==> src/rtl/contador_desc_if.sv <==
// contador_desc_if
//   Control/status bundle for the contador_desc down counter (timer).
//   Parameter:
//     WIDTH        counter / load value width in bits (must match the counter)
//   Signals:
//     start        1 = load load_val and (re)start counting
//     load_val     start/reload value, captured only with start
//     auto_reload  captured with start; 1 = periodic, 0 = one-shot
//     en           count enable; 0 = hold count and state
//     Q            current count (registered)
//     busy         1 while counting
//     tc           terminal-count pulse, one cycle, registered
//     done         1 once a one-shot count has finished
//   Modports:
//     master       the block driving the counter (drives controls, reads status)
//     slave        the counter itself
interface contador_desc_if #(
  parameter int unsigned WIDTH = 4
) ();

  logic             start;
  logic [WIDTH-1:0] load_val;
  logic             auto_reload;
  logic             en;
  logic [WIDTH-1:0] Q;
  logic             busy;
  logic             tc;
  logic             done;

  modport master (
    output start,
    output load_val,
    output auto_reload,
    output en,
    input  Q,
    input  busy,
    input  tc,
    input  done
  );

  modport slave (
    input  start,
    input  load_val,
    input  auto_reload,
    input  en,
    output Q,
    output busy,
    output tc,
    output done
  );

endinterface

==> src/rtl/contador_desc.sv <==
// contador_desc
//   Synchronous programmable down counter (timer). Loads a start value,
//   decrements once per enabled clock to 0, and flags terminal count with a
//   registered one-cycle tc pulse. One-shot mode parks in DONE with Q=0;
//   auto-reload mode reloads the captured value and keeps running, giving a
//   period of reload+1 enabled cycles. Single clock domain.
//
//   Parameter:
//     WIDTH   counter / load value width in bits (>= 2)
//   Ports:
//     clk     system clock, rising edge
//     CLR     asynchronous active-high clear of all state
//     PR      synchronous preset to max-period free-run; only present when
//             the macro CONTADOR_DESC_PR_EN is defined
//     bus     contador_desc_if slave: start, load_val, auto_reload, en in;
//             Q, busy, tc, done out
//
//   Edge priority: CLR > PR (if compiled) > start > enabled count.
//   busy and done are plain decodes of the state register.
module contador_desc #(
  parameter int unsigned WIDTH = 4
) (
  input  logic            clk,
  input  logic            CLR,
`ifdef CONTADOR_DESC_PR_EN
  input  logic            PR,
`endif
  contador_desc_if.slave  bus
);

  typedef enum logic [1:0] {
    ST_IDLE = 2'd0,
    ST_RUN  = 2'd1,
    ST_DONE = 2'd2
  } state_t;

  state_t           state;
  logic [WIDTH-1:0] q_r;
  logic [WIDTH-1:0] reload_reg;
  logic             mode_reg;
  logic             tc_r;

  always_ff @(posedge clk or posedge CLR) begin
    if (CLR) begin
      state      <= ST_IDLE;
      q_r        <= '0;
      reload_reg <= '0;
      mode_reg   <= 1'b0;
      tc_r       <= 1'b0;
    end else begin
      // tc is a pulse: dropped on every edge unless the terminal-count branch
      // below re-asserts it.
      tc_r <= 1'b0;
`ifdef CONTADOR_DESC_PR_EN
      if (PR) begin
        q_r        <= '1;
        reload_reg <= '1;
        mode_reg   <= 1'b1;
        state      <= ST_RUN;
      end else
`endif
      if (bus.start) begin
        // Restart from any state; a terminal count pending this edge is
        // discarded because tc stays at its cleared default.
        q_r        <= bus.load_val;
        reload_reg <= bus.load_val;
        mode_reg   <= bus.auto_reload;
        state      <= ST_RUN;
      end else if ((state == ST_RUN) && bus.en) begin
        if (q_r != '0) begin
          q_r <= q_r - WIDTH'(1);
        end else begin
          tc_r <= 1'b1;
          if (mode_reg) begin
            q_r <= reload_reg;
          end else begin
            state <= ST_DONE;
          end
        end
      end
    end
  end

  assign bus.Q    = q_r;
  assign bus.tc   = tc_r;
  assign bus.busy = (state == ST_RUN);
  assign bus.done = (state == ST_DONE);

endmodule

==> src/flat_wrapper.sv <==
// flat-port wrapper written by rule: the top's interface ports become plain ports
module contador_desc_flat 
#(
  parameter int unsigned WIDTH = 4
)
  (clk, CLR, bus_start, bus_load_val, bus_auto_reload, bus_en, bus_Q, bus_busy, bus_tc, bus_done);
  contador_desc_if #(.WIDTH(WIDTH)) bus_i ();
  input  logic clk;
  input  logic CLR;
  input wire logic [$bits(bus_i.start)-1:0] bus_start;
  input wire logic [$bits(bus_i.load_val)-1:0] bus_load_val;
  input wire logic [$bits(bus_i.auto_reload)-1:0] bus_auto_reload;
  input wire logic [$bits(bus_i.en)-1:0] bus_en;
  output wire logic [$bits(bus_i.Q)-1:0] bus_Q;
  output wire logic [$bits(bus_i.busy)-1:0] bus_busy;
  output wire logic [$bits(bus_i.tc)-1:0] bus_tc;
  output wire logic [$bits(bus_i.done)-1:0] bus_done;
  assign bus_i.start = bus_start;
  assign bus_i.load_val = bus_load_val;
  assign bus_i.auto_reload = bus_auto_reload;
  assign bus_i.en = bus_en;
  assign bus_Q = bus_i.Q;
  assign bus_busy = bus_i.busy;
  assign bus_tc = bus_i.tc;
  assign bus_done = bus_i.done;
  contador_desc #(.WIDTH(WIDTH)) u_core (.clk(clk), .CLR(CLR), .bus(bus_i));
endmodule
==> config.mk <==
export PLATFORM = sky130hd
export DESIGN_NAME = contador_desc_flat
export DESIGN_NICKNAME = d
export VERILOG_FILES = /design/src/rtl/contador_desc_if.sv /design/src/rtl/contador_desc.sv /design/src/flat_wrapper.sv
export SDC_FILE = /design/constraint.sdc
export NUM_CORES = 1
export LEC_CHECK = 0
export BUFFER_PORTS_ARGS = -buffer_cell sky130_fd_sc_hd__buf_4
export CORE_AREA = 2 2 39 41
export DETAILED_ROUTE_END_ITERATION = 8
export DIE_AREA = 0 0 41 43
export GPL_TIMING_DRIVEN = 0
export PLACE_DENSITY_LB_ADDON = 0.08
export SLEW_MARGIN = 20
export SYNTH_ARGS = -nofsm -noshare
export SYNTH_HDL_FRONTEND = slang
export SYNTH_SLANG_ARGS = --single-unit
==> constraint.sdc <==
create_clock -name clk -period 3.45 [get_ports clk]
set_input_delay 0.5175 -clock clk [delete_from_list [all_inputs] [get_ports clk]]
set_output_delay 0.5175 -clock clk [all_outputs]
set_load 0.05 [all_outputs]
* After elaboration in Yosys (flattened, before gate mapping)
Index checks and enable logic that the tools add are counted.
** Cells by class
- Add/subtract/negate cells :: 1
- Reductions and logical operators :: 6
- Eq/ne operators :: 4
- Mux-type cells :: 11
** Operators with widths (count)
- two-way mux 4 bit :: 4
- two-way mux 2 bit :: 4
- inequality test 2 bit (second input constant) :: 2
- nonzero test 4 bit :: 1
- subtractor 4 x 1 -> 4 bit (second input constant) :: 1
- two-way mux 1 bit :: 3
- AND reduction 3 bit :: 1
- nonzero test 3 bit :: 1
- equality test 2 x 1 -> 1 bit (second input constant) :: 1
- equality test 2 bit (second input constant) :: 1
- AND reduction 2 bit :: 1
- nonzero test 2 bit :: 1
- logical AND 1 bit :: 1
** Word-level totals
- Word-level logic and storage cells :: 27
- Output and inout port bits :: 7
- Register bits after elaboration :: 12

* Depth between registers and ports, before layout
Gate-level depths: netlist (run 1).
- Depth in word-level cells :: 4
- Gate-level depth with buffers :: 5
- Depth with buffers taken out :: 5

* Worst setup path after synthesis (run 1)
No wires, ideal clock.
- Path type :: register to register
- Start point :: register u_core.q_r[0], in the netlist u_core.bus.Q[0]
- End point :: register u_core.q_r[1], in the netlist u_core.bus.Q[1]
- Setup slack :: 1.478 ns
- Period minus slack after synthesis :: 1.972 ns
- Path buffers :: 0
- Required time :: 3.363 ns
- Stages on the path, launching flop included :: 6
- Arrival :: 1.886 ns
- Path through :: dfrtp_1 > inv_1 > ha_1 > or4b_4 > o22a_1 > a211oi_2
** On the way
- Cells in the longest elaborated chain, start to end :: 4
- Elaborated cells on any way between the ends :: 7
- Those cells by class :: add/sub (1); mux (3); reduce/logical (3)
** RTL lines
- start: declaration :: line contador_desc.sv:38 : logic [WIDTH-1:0] q_r;
- start signal: assignment :: line contador_desc.sv:65 : q_r <= bus.load_val;
- start signal: assignment :: line contador_desc.sv:71 : q_r <= q_r - WIDTH'(1);
- start signal: assignment :: line contador_desc.sv:75 : q_r <= reload_reg;
- subtractor 4 x 1 -> 4 bit / nonzero test 4 bit (equally long branches) :: line contador_desc.sv:71, contador_desc.sv:70
- two-way mux 4 bit :: line contador_desc.sv:70 : if (q_r != '0) begin
- two-way mux 4 bit :: line contador_desc.sv:69 : end else if ((state == ST_RUN) && bus.en) begin
- two-way mux 4 bit :: line contador_desc.sv:62 : if (bus.start) begin
Parallel ways exist; a longest one is shown, timed or not. The select of a mux whose other input is x is not followed.
A chain may end at the register's enable or synchronous reset.

* Final worst setup path (run 1)
Same ends and word-level chain as after synthesis.

==> impl_metrics.env, run 1 <==
export IMPL_path_cells="inv_1 -> ha_1 -> or4b_4 -> o22a_1 -> a211oi_2"
export IMPL_place_congestion=0.757
export IMPL_cts_tree="done"
export IMPL_finClkSkew_ns=0.00356
export IMPL_preCtsSetupSlack_ns=1.60
export IMPL_yosysWarnings=0
export IMPL_ir_drop_mv=0.229
export IMPL_initial_core_util_pct=46.7
export IMPL_syn_area_sq_um=646
export IMPL_clock_latency_ns=0.28
export IMPL_hp_class="input pin to asynchronous set/reset pin"
export IMPL_grt_setup_unrepaired="no"
export IMPL_synth_edff_count=0
export IMPL_synthXorXnorAreaFrac_pct=0
export IMPL_synth_fa_ha_area_share_pct=1.94
export IMPL_r2r_start="u_core.bus.Q[0]"
export IMPL_synth_compound_area_share_pct=17.6
export IMPL_via_per_inst=5.57
export IMPL_synthDistinctLibCells=31
export IMPL_synth_async_reset_ratio_pct=100
export IMPL_die_w_microns=41
export IMPL_wl_per_cell_microns=13.1
export IMPL_root_buffer="clkbuf_4"
export IMPL_numCtsBuffers=3
export IMPL_grt_max_degree=13
export IMPL_io_buffers=14
export IMPL_clkTransAtPathRegs_ns=0.07
export IMPL_final_setup_tns_ns=0
export IMPL_synth_ff_type="dfrtp_1"
export IMPL_area_delta_synth_final_pct=22.9
export IMPL_hpwl_microns=925
export IMPL_dp_cells=94
export IMPL_syn_inst=64
export IMPL_muxShareOfSynthArea_pct=5.23
export IMPL_io_pin_count=16
export IMPL_drive_gt1_share_pct=28.4
export IMPL_synth_fp_nets=74
export IMPL_r2r_cells=5
export IMPL_period_needed_ns=1.85
export IMPL_grt_pass1_wl_microns=2170
export IMPL_seq_area_sq_um=300
export IMPL_worstPathArrival_ns=2.05
export IMPL_synth_simple_area_share_pct=21.7
export IMPL_antenna_found_initial=0
export IMPL_cp_required_ns=3.65
export IMPL_clockBufferDepth=2
export IMPL_critPathCaptureType="flop"
export IMPL_slowest_delay_ns=0.52
export IMPL_grt_use_total_pct=18.8
export IMPL_synth_area_top_cells="dfrtp_1 (47%), mux2_2 (5.2%), inv_1 (4.7%), o32ai_1 (2.7%), a21oi_1 (2.3%)"
export IMPL_start_kind="flop"
export IMPL_ys_ff_latch=12
export IMPL_power_density_mw_per_mm2=487
export IMPL_setup_violations_final=0
export IMPL_worst_slew_pin_slew_ns=0.463
export IMPL_fillers=135
export IMPL_drv_slew=0
export IMPL_floorplan_rows=14
export IMPL_antenna_left=0
export IMPL_leakagePower_nw=0.356
export IMPL_multi_input_area_sq_um=300
export IMPL_synth_seq_area_share_pct=46.5
export IMPL_setup_slack_ns=1.60
export IMPL_status="finished, final reports clean"
export IMPL_dr_total_vias=540
export IMPL_cts_hold_buffers=0
export IMPL_dieHeight_microns=43
export IMPL_die_area_sq_mm=0.00176
export IMPL_postSynthAreaPerCell_sq_um=10.1
export IMPL_relSlewSlack_pct=69.2
export IMPL_power_total_mw=0.386
export IMPL_r2r_end="u_core.bus.Q[1]"
export IMPL_criticalPathCategory="flop to flop"
export IMPL_final_cell_count_no_fill=97
export IMPL_regToRegSetupSlack_ns=1.60
export IMPL_cts_num_sinks=12
export IMPL_finalCritPeriodShare_pct=53.7
export IMPL_wl_microns=1280
export IMPL_cp_max_fo=7
export IMPL_yosysTopAreaCellShare_pct=46.5
export IMPL_firstDrtPassIters=4
export IMPL_finalHoldViolCount=0
export IMPL_postCtsSetupRepairBufs=0
export IMPL_cpMaxStageDelayCell="or4b_4"
export IMPL_drt_iter0_markers=20
export IMPL_fin_nets=93
export IMPL_fmax_mhz=539
export IMPL_design_core_area_sq_mm=0.00138
export IMPL_n_antenna_cell=0
export IMPL_synth_largest_area_cell="dfrtp_1"
export IMPL_maxCapViolCount=0
export IMPL_drcViolationCount=0
export IMPL_cts_resized=0
export IMPL_synth_top_family_by_area="simple AND/OR/NAND/NOR gates"
export IMPL_htreeDepth=1
export IMPL_overflow=0
export IMPL_grt_pass1_vias=484
[how the worst max path moves through the flow]
stage	cells past startpoint	endpoint	slack (ns)	start
after floorplan	5	u_core.bus.Q[1]	1.48	u_core.bus.Q[0]
after global placement	5	u_core.bus.Q[1]	1.60	u_core.bus.Q[0]
after detailed placement	5	u_core.bus.Q[1]	1.60	u_core.bus.Q[0]
after CTS	5	u_core.bus.Q[1]	1.59	u_core.bus.Q[0]
after global routing	5	u_core.state[0]	1.47	u_core.bus.Q[0]
final	5	u_core.bus.Q[1]	1.60	u_core.bus.Q[0]
[power by group]
group | switching, mW | total [mW] | internal [mW] | leakage (nW)
registers | 0.0188 | 0.175 | 0.156 | 0.145
logic | 0.0749 | 0.124 | 0.0490 | 0.198
clock network | 0.0468 | 0.0873 | 0.0405 | 0.0138
[through the flow]
stage / utilization, % / hold slack, ns / instance area [sq um]
after floorplan: - / 0.382 / 646
after global placement: 55.7 / 0.491 / 771
after detailed placement: 55.7 / 0.496 / 771
after CTS: 57.3 / 0.257 / 793
after global routing: 57.3 / 0.293 / 793
final: 57.3 / 0.237 / 793
[cells in the mapped netlist (2+ instances only)]
cell type   n
dfrtp_1    12
inv_1       8
nand2_1     4
a21oi_1     3
mux2_2      3
nor2_1      3
nand2b_1    2
nor2b_1     2
nor3_1      2
o21ai_0     2
o32ai_1     2
or4_1       2
[critical path, delay by kind of cell (launching register included)]
family,cells,cell delay [ns]
simple gates,1,0.52
fa+ha+maj,1,0.27
compound gates,2,0.44
flops,1,0.42
buf+inv,1,0.12
[cell type report]
class                           count  share of cell area (%)
Buffer                              2                    1.89
Multi-Input combinational cell     42                    37.9
Timing Repair Buffer               14                    13.2
Tap cell                           16                    2.52
Clock buffer                        3                    2.84
Inverter                            8                    3.79
Sequential cell                    12                    37.9
[kinds of logic (layout without fill, tap and decap cells)]
| group | after synthesis | count (layout) |
|---|---|---|
| compound gates | 15 | 15 |
| fa+ha+maj | 1 | 1 |
| buf+inv | 10 | 27 |
| flops | 12 | 12 |
| mux | 3 | 3 |
| simple gates | 23 | 23 |
[metal layers]
metal | track usage, % | share of wire, % | routed length (microns) | up-vias
li1 | - | - | - | 273
met1 | 25.3 | 47 | 601 | 247
met2 | 24.7 | 44 | 558 | 15
met3 | 4.71 | 5.3 | 67 | 5
met4 | 14.0 | 3.8 | 48 | 0
met5 | 0 | 0 | 0 | -
[cell usage in the layout (no fill, tap or decap), drive strengths merged, types with 2 or more instances in the layout]
cell type / netlist / routed
a21oi: 3 / 3
o21ai: 2 / 2
nand2b: 2 / 2
nor2: 3 / 3
buf: 1 / 15
o32ai: 2 / 2
nand2: 4 / 4
nor3: 2 / 2
dfrtp: 12 / 12
clkbuf: 1 / 4
or4: 2 / 2
inv: 8 / 8
mux2: 3 / 3
nor2b: 2 / 2
No activity file was read; power rests on OpenSTA's default activity.
==> run 2, diff against run 1 <==
ABC_AREA = 1   (was not set)
CORE_AREA = not set   (was 2 2 39 41)
CORE_MARGIN = 2   (was not set)
CORE_UTILIZATION = 50   (was not set)
DIE_AREA = not set   (was 0 0 41 43)
clock period = 1.9 ns   (was 3.45 ns; I/O delays follow)
==> run 2 against run 1 <==
Net effect: clock skew down 0.0019 ns; count of clock-buffer cells in the layout unchanged; sequential share of layout area down 1.7 points; die area down 5.8%; core utilization up 7.2 points; via count up 7.6%; wire length down 2.5%; fmax up 28%; flip-flop and latch count unchanged; clock power up 79%; synthesized cell count up 42%; largest power group is now combinational cells; worst setup slack worse by 1.1 ns.
==> impl_metrics.env, run 2 <==
export IMPL_worst_slew_pin_slew_ns=0.462
export IMPL_io_buffers=15
export IMPL_numCtsBuffers=3
export IMPL_firstDrtPassIters=4
export IMPL_ys_ff_latch=12
export IMPL_wl_per_cell_microns=10.0
export IMPL_synth_fp_nets=101
export IMPL_path_cells="inv_1 -> ha_1 -> nand2_4 -> nor2_8 -> nand3_2 -> nand2_2 -> inv_2 -> nand2_1 -> nand2_1"
export IMPL_clock_latency_ns=0.27
export IMPL_grtUsageMet1_pct=24.9
export IMPL_setup_violations_final=0
export IMPL_cts_resized=0
export IMPL_grt_busiest_layer="met2"
export IMPL_overflow=0
export IMPL_synth_simple_area_share_pct=37.4
export IMPL_power_total_mw=1.26
export IMPL_cts_tree="done"
export IMPL_floorplan_rows=13
export IMPL_drv_slew=0
export IMPL_final_cell_area_sq_um=830
export IMPL_synth_ff_type="dfrtp_1"
export IMPL_synth_top_family_by_area="simple AND/OR/NAND/NOR gates"
export IMPL_cp_required_ns=2.07
export IMPL_maxCapViolCount=0
export IMPL_relSlewSlack_pct=69.2
export IMPL_postCtsSetupRepairBufs=0
export IMPL_io_pin_count=16
export IMPL_cpMaxStageDelayCell="dfrtp_1"
export IMPL_design_core_area_sq_mm=0.00128
export IMPL_fillers=132
export IMPL_path_common_cell="nand2_1"
export IMPL_grtUsageMet3_pct=3.26
export IMPL_drt_iter0_markers=3
export IMPL_cp_max_fo=7
export IMPL_placed_cell_area_sq_um=807
export IMPL_syn_inst=91
export IMPL_synthDistinctLibCells=19
export IMPL_power_density_mw_per_mm2=1520
export IMPL_met2_usage_pct=33.3
export IMPL_start_kind="flop"
export IMPL_die_w_microns=40.8
export IMPL_finClkSkew_ns=0.00163
export IMPL_yosysMostFrequentCell="nand2_1"
export IMPL_drcViolationCount=0
export IMPL_initial_core_util_pct=52.6
export IMPL_yosys_top_cells_count="nand2_1 (42), dfrtp_1 (12), inv_1 (11), o21ai_0 (5), o21ai_1 (3)"
export IMPL_htreeDepth=1
export IMPL_leakagePower_nw=0.483
export IMPL_grt_max_degree=13
export IMPL_synth_largest_area_cell="dfrtp_1"
export IMPL_synth_fa_ha_area_share_pct=1.85
export IMPL_dieHeight_microns=40.8
export IMPL_final_cell_mix="nand2_1 (42), buf_4 (16), dfrtp_1 (12)"
export IMPL_antenna_found_initial=0
export IMPL_grt_setup_unrepaired="no"
export IMPL_synth_compound_area_share_pct=5.93
export IMPL_grt_use_total_pct=20.4
export IMPL_finalCritPeriodShare_pct=76.3
export IMPL_period_needed_ns=1.45
export IMPL_critPathCaptureType="flop"
export IMPL_fin_nets=121
export IMPL_fmax_mhz=690
export IMPL_hp_class="input pin to asynchronous set/reset pin"
export IMPL_synth_async_reset_ratio_pct=100
export IMPL_final_common_cell="nand2_1"
export IMPL_slowest_delay_ns=0.40
export IMPL_criticalPathCategory="flop to flop"
export IMPL_postSynthAreaPerCell_sq_um=7.42
export IMPL_r2r_cells=9
export IMPL_antenna_left=0
export IMPL_via_per_inst=4.69
export IMPL_cts_num_sinks=12
export IMPL_finalHoldViolCount=0
export IMPL_place_congestion=0.709
export IMPL_cts_hold_buffers=0
export IMPL_die_area_sq_mm=0.00166
export IMPL_yosysTopAreaCellShare_pct=44.4
export IMPL_wl_microns=1240
export IMPL_grt_pass1_vias=532
export IMPL_root_buffer="clkbuf_4"
export IMPL_muxShareOfSynthArea_pct=0
export IMPL_worstPathArrival_ns=1.62
export IMPL_synth_edff_count=0
export IMPL_synthXorXnorAreaFrac_pct=1.30
export IMPL_clkTransAtPathRegs_ns=0.07
export IMPL_area_delta_synth_final_pct=22.8
export IMPL_yosysWarnings=0
export IMPL_synth_seq_area_share_pct=44.4
export IMPL_clockBufferDepth=2
export IMPL_ir_drop_mv=0.714
export IMPL_n_antenna_cell=0
export IMPL_dr_total_vias=581
export IMPL_grt_pass1_wl_microns=2180
export IMPL_synth_area_top_cells="dfrtp_1 (44%), nand2_1 (23%), inv_1 (6.1%), o21ai_0 (3.7%), nor2_8 (3.0%)"
export IMPL_status="finished, final reports clean"
export IMPL_drive_gt1_share_pct=26.6
export IMPL_final_setup_tns_ns=0
export IMPL_hpwl_microns=935
export IMPL_syn_area_sq_um=676
-- run 2: cell families (layout without fill, tap and decap cells) --
| family | after synthesis | count (layout) |
|---|---|---|
| buffers and inverters | 15 | 33 |
| adders and majority gates | 1 | 1 |
| xor gates and xnor gates | 1 | 1 |
| DFF | 12 | 12 |
| and+or+nand+nor | 54 | 54 |
| AOI/OAI and AO/OA | 8 | 8 |
-- run 2: metrics by stage --
stage	setup WS [ns]	util [%]	hold WS, ns	instances
2_1_floorplan	0.320	-	0.150	91
3_3_place_gp	0.470	62.8	0.327	121
3_5_place_dp	0.453	62.8	0.330	121
4_1_cts	0.439	64.6	0.0406	124
5_1_grt	0.355	64.6	0.0738	124
6_report	0.450	64.6	0.0164	124
-- run 2: area by class of cell --
cell class	instances	area [sq um]	share of cell area, %
inverter	13	48.8	5.88
clock buffer	3	22.5	2.71
buffer	2	12.5	1.51
timing repair buffer	15	113	13.6
multi-input combinational	64	314	37.9
sequential	12	300	36.2
tap	15	18.8	2.26
-- run 2: critical path, delay by kind of cell (launching register included) --
| kind | cells | cell delay, ns |
|---|---|---|
| flip-flops | 1 | 0.40 |
| buffers and inverters | 2 | 0.19 |
| adder cells (fa/ha/maj) | 1 | 0.24 |
| AND/OR/NAND/NOR | 6 | 0.51 |
-- run 2: worst paths after layout --
kind	start	end	slack (ns)
min in group clk	bus_auto_reload	u_core.mode_reg	0.22
worst min-delay path	CLR	u_core.reload_reg[3]	0.02
worst min register to register	u_core.reload_reg[2]	u_core.reload_reg[2]	0.48
worst max-delay path	u_core.bus.Q[0]	u_core.bus.Q[3]	0.45
max in group asynchronous	CLR	u_core.reload_reg[1]	1.57
worst max register to register	u_core.bus.Q[0]	u_core.bus.Q[3]	0.45
-- run 2: power breakdown --
part / internal [mW] / switching (mW) / total (mW)
Clock: 0.0735 / 0.0830 / 0.156
Combinational: 0.238 / 0.499 / 0.737
Sequential: 0.319 / 0.0511 / 0.370
Total: 0.630 / 0.633 / 1.26
-- run 2: layer usage --
| layer | part of all wire [%] | wire length, microns | vias to the layer above |
|---|---|---|---|
| li1 | - | - | 311 |
| met1 | 47 | 584 | 246 |
| met2 | 44 | 549 | 20 |
| met3 | 6.0 | 75 | 4 |
| met4 | 2.7 | 33 | 0 |
| met5 | 0 | 0 | - |
==> run 3, diff against run 2 <==
CORE_UTILIZATION = 45   (was 50)
clock period = 1.2 ns   (was 1.9 ns; I/O delays follow)
==> run 3 against run 2 <==
Net effect: the run now ends with negative setup slack left; core utilization up 5.2 points; via count up 6.9%; first-iteration DRC count rose to 3.3 times the previous value; largest cell class unchanged; final area up 14%.
==> impl_metrics.env, run 3 (synthesis gave the netlist of run 2 again) <==
export IMPL_status="finished, violations left"
export IMPL_violations="negative setup slack"
export IMPL_hp_class="input pin to flop"
export IMPL_clkTransAtPathRegs_ns=0.09
export IMPL_drv_slew=0
export IMPL_finalCritPeriodShare_pct=108
export IMPL_final_cell_count_no_fill=132
export IMPL_wl_microns=1480
export IMPL_hpwl_microns=1000
export IMPL_r2r_end="u_core.bus.Q[0]"
export IMPL_period_needed_ns=1.30
export IMPL_critPathCaptureType="flop"
export IMPL_final_common_cell="nand2_1"
export IMPL_r2r_cells=9
export IMPL_die_w_microns=42.8
export IMPL_grt_pass1_vias=552
export IMPL_ir_drop_mv=1.23
export IMPL_fin_nets=128
export IMPL_cts_num_sinks=12
export IMPL_startpoint="u_core.bus.Q[0]"
export IMPL_die_area_sq_mm=0.00183
export IMPL_wl_per_cell_microns=11.2
export IMPL_drt_iter0_markers=10
export IMPL_drcViolationCount=0
export IMPL_grt_max_degree=13
export IMPL_fillers=117
export IMPL_root_buffer="clkbuf_4"
export IMPL_initial_core_util_pct=50.0
export IMPL_area_delta_synth_final_pct=39.4
export IMPL_drive_gt1_share_pct=35.9
export IMPL_numCtsBuffers=3
export IMPL_final_setup_tns_ns=-0.419
export IMPL_start_kind="flop"
export IMPL_floorplan_rows=13
export IMPL_finalHoldViolCount=0
export IMPL_io_pin_count=16
export IMPL_leakagePower_nw=0.518
export IMPL_firstDrtPassIters=4
export IMPL_dieHeight_microns=42.8
export IMPL_regToRegSetupSlack_ns=-0.10
export IMPL_power_density_mw_per_mm2=2510
export IMPL_design_core_area_sq_mm=0.00135
export IMPL_hold_end="u_core.mode_reg"
export IMPL_via_per_inst=4.70
export IMPL_finClkSkew_ns=0.0103
export IMPL_n_antenna_cell=0
export IMPL_final_cell_mix="nand2_1 (42), buf_4 (18), dfrtp_1 (10)"
export IMPL_clock_latency_ns=0.27
export IMPL_fmax_mhz=769
export IMPL_hold_worst_slack_ns=0.117
export IMPL_criticalPathCategory="flop to flop"
export IMPL_antenna_left=0
export IMPL_placed_cell_area_sq_um=830
export IMPL_cp_required_ns=1.37
export IMPL_grt_setup_unrepaired="yes"
export IMPL_whs_path_depth=3
export IMPL_clockBufferDepth=2
export IMPL_setup_slack_ns=-0.101
export IMPL_relSlewSlack_pct=69.3
export IMPL_worstPathArrival_ns=1.47
export IMPL_final_cell_area_sq_um=942
export IMPL_io_buffers=15
export IMPL_grt_use_total_pct=17.7
export IMPL_min_from="bus_auto_reload"
export IMPL_maxCapViolCount=0
export IMPL_htreeDepth=1
export IMPL_cp_max_fo=7
export IMPL_dp_cells=121
export IMPL_antenna_found_initial=0
export IMPL_setup_violations_final=6
export IMPL_dr_total_vias=621
export IMPL_place_congestion=0.778
export IMPL_grt_pass1_wl_microns=2420
export IMPL_r2r_start="u_core.bus.Q[0]"
export IMPL_worst_slew_pin_slew_ns=0.460
export IMPL_overflow=0
export IMPL_cts_tree="done"
-- run 3: cell count changes in the layout (fill, tap and decap cells not counted), sizes merged --
cell / change
buf: +6
clkbuf: +1
dlygate4sd3: +1
-- run 3: what timing repair did --
item                                    CTS  global route
hold endpoints to repair                 12             0
buffers inserted                          5             1
resized for setup                         4             5
hold buffers                              1             0
endpoints found under the setup margin    7            11
pin swaps                                 2             1
-- run 3: final cells by class --
type / count / area (sq um) / area share [%]
Sequential cell: 12 / 303 / 32.1
Clock buffer: 4 / 26.3 / 2.79
Buffer: 2 / 12.5 / 1.33
Inverter: 13 / 51.3 / 5.44
Timing Repair Buffer: 22 / 183 / 19.4
Multi-Input combinational cell: 64 / 348 / 36.9
Tap cell: 15 / 18.8 / 1.99
-- run 3: worst max-delay path by stage --
stage                            to
global route        u_core.bus.Q[2]
detailed placement  u_core.bus.Q[3]
global placement    u_core.bus.Q[3]
CTS                 u_core.bus.Q[3]
finish              u_core.bus.Q[0]
floorplan           u_core.bus.Q[3]
-- run 3: critical path: stages (launching register included) --
cell and delay [ns]:
dfrtp_2 0.42, inv_2 0.07, ha_4 0.16, nand2_8 0.08, nor2_8 0.10, nand3_2 0.09, nand2_4 0.11, inv_4 0.05
nand2_1 0.06, nand2_1 0.05
-- run 3: metrics by stage --
stage | utilization, % | total power, mW | setup slack [ns]
floorplan | - | 1.57 | -0.182
global placement | 61.4 | 1.82 | -0.133
detailed placement | 61.4 | 1.86 | -0.177
CTS | 68.4 | 2.32 | -0.0932
global route | 69.8 | 2.53 | -0.166
finish | 69.8 | 2.36 | -0.101
-- run 3: power by group --
part           switching, mW  total, mW  leakage, nW  internal (mW)
Sequential            0.0865      0.596        0.145          0.510
Combinational          0.913       1.50        0.357          0.591
Clock                  0.136      0.264       0.0150          0.128
Total                   1.14       2.36        0.518           1.23
-- run 3: routing by layer --
metal | global-route usage, % | wire, microns | share of wire, % | vias to the layer above
li1 | - | - | - | 328
met1 | 23.8 | 692 | 47 | 280
met2 | 29.1 | 703 | 48 | 11
met3 | 2.55 | 62 | 4.2 | 2
met4 | 5.63 | 17 | 1.2 | 0
met5 | 0 | 0 | 0 | -
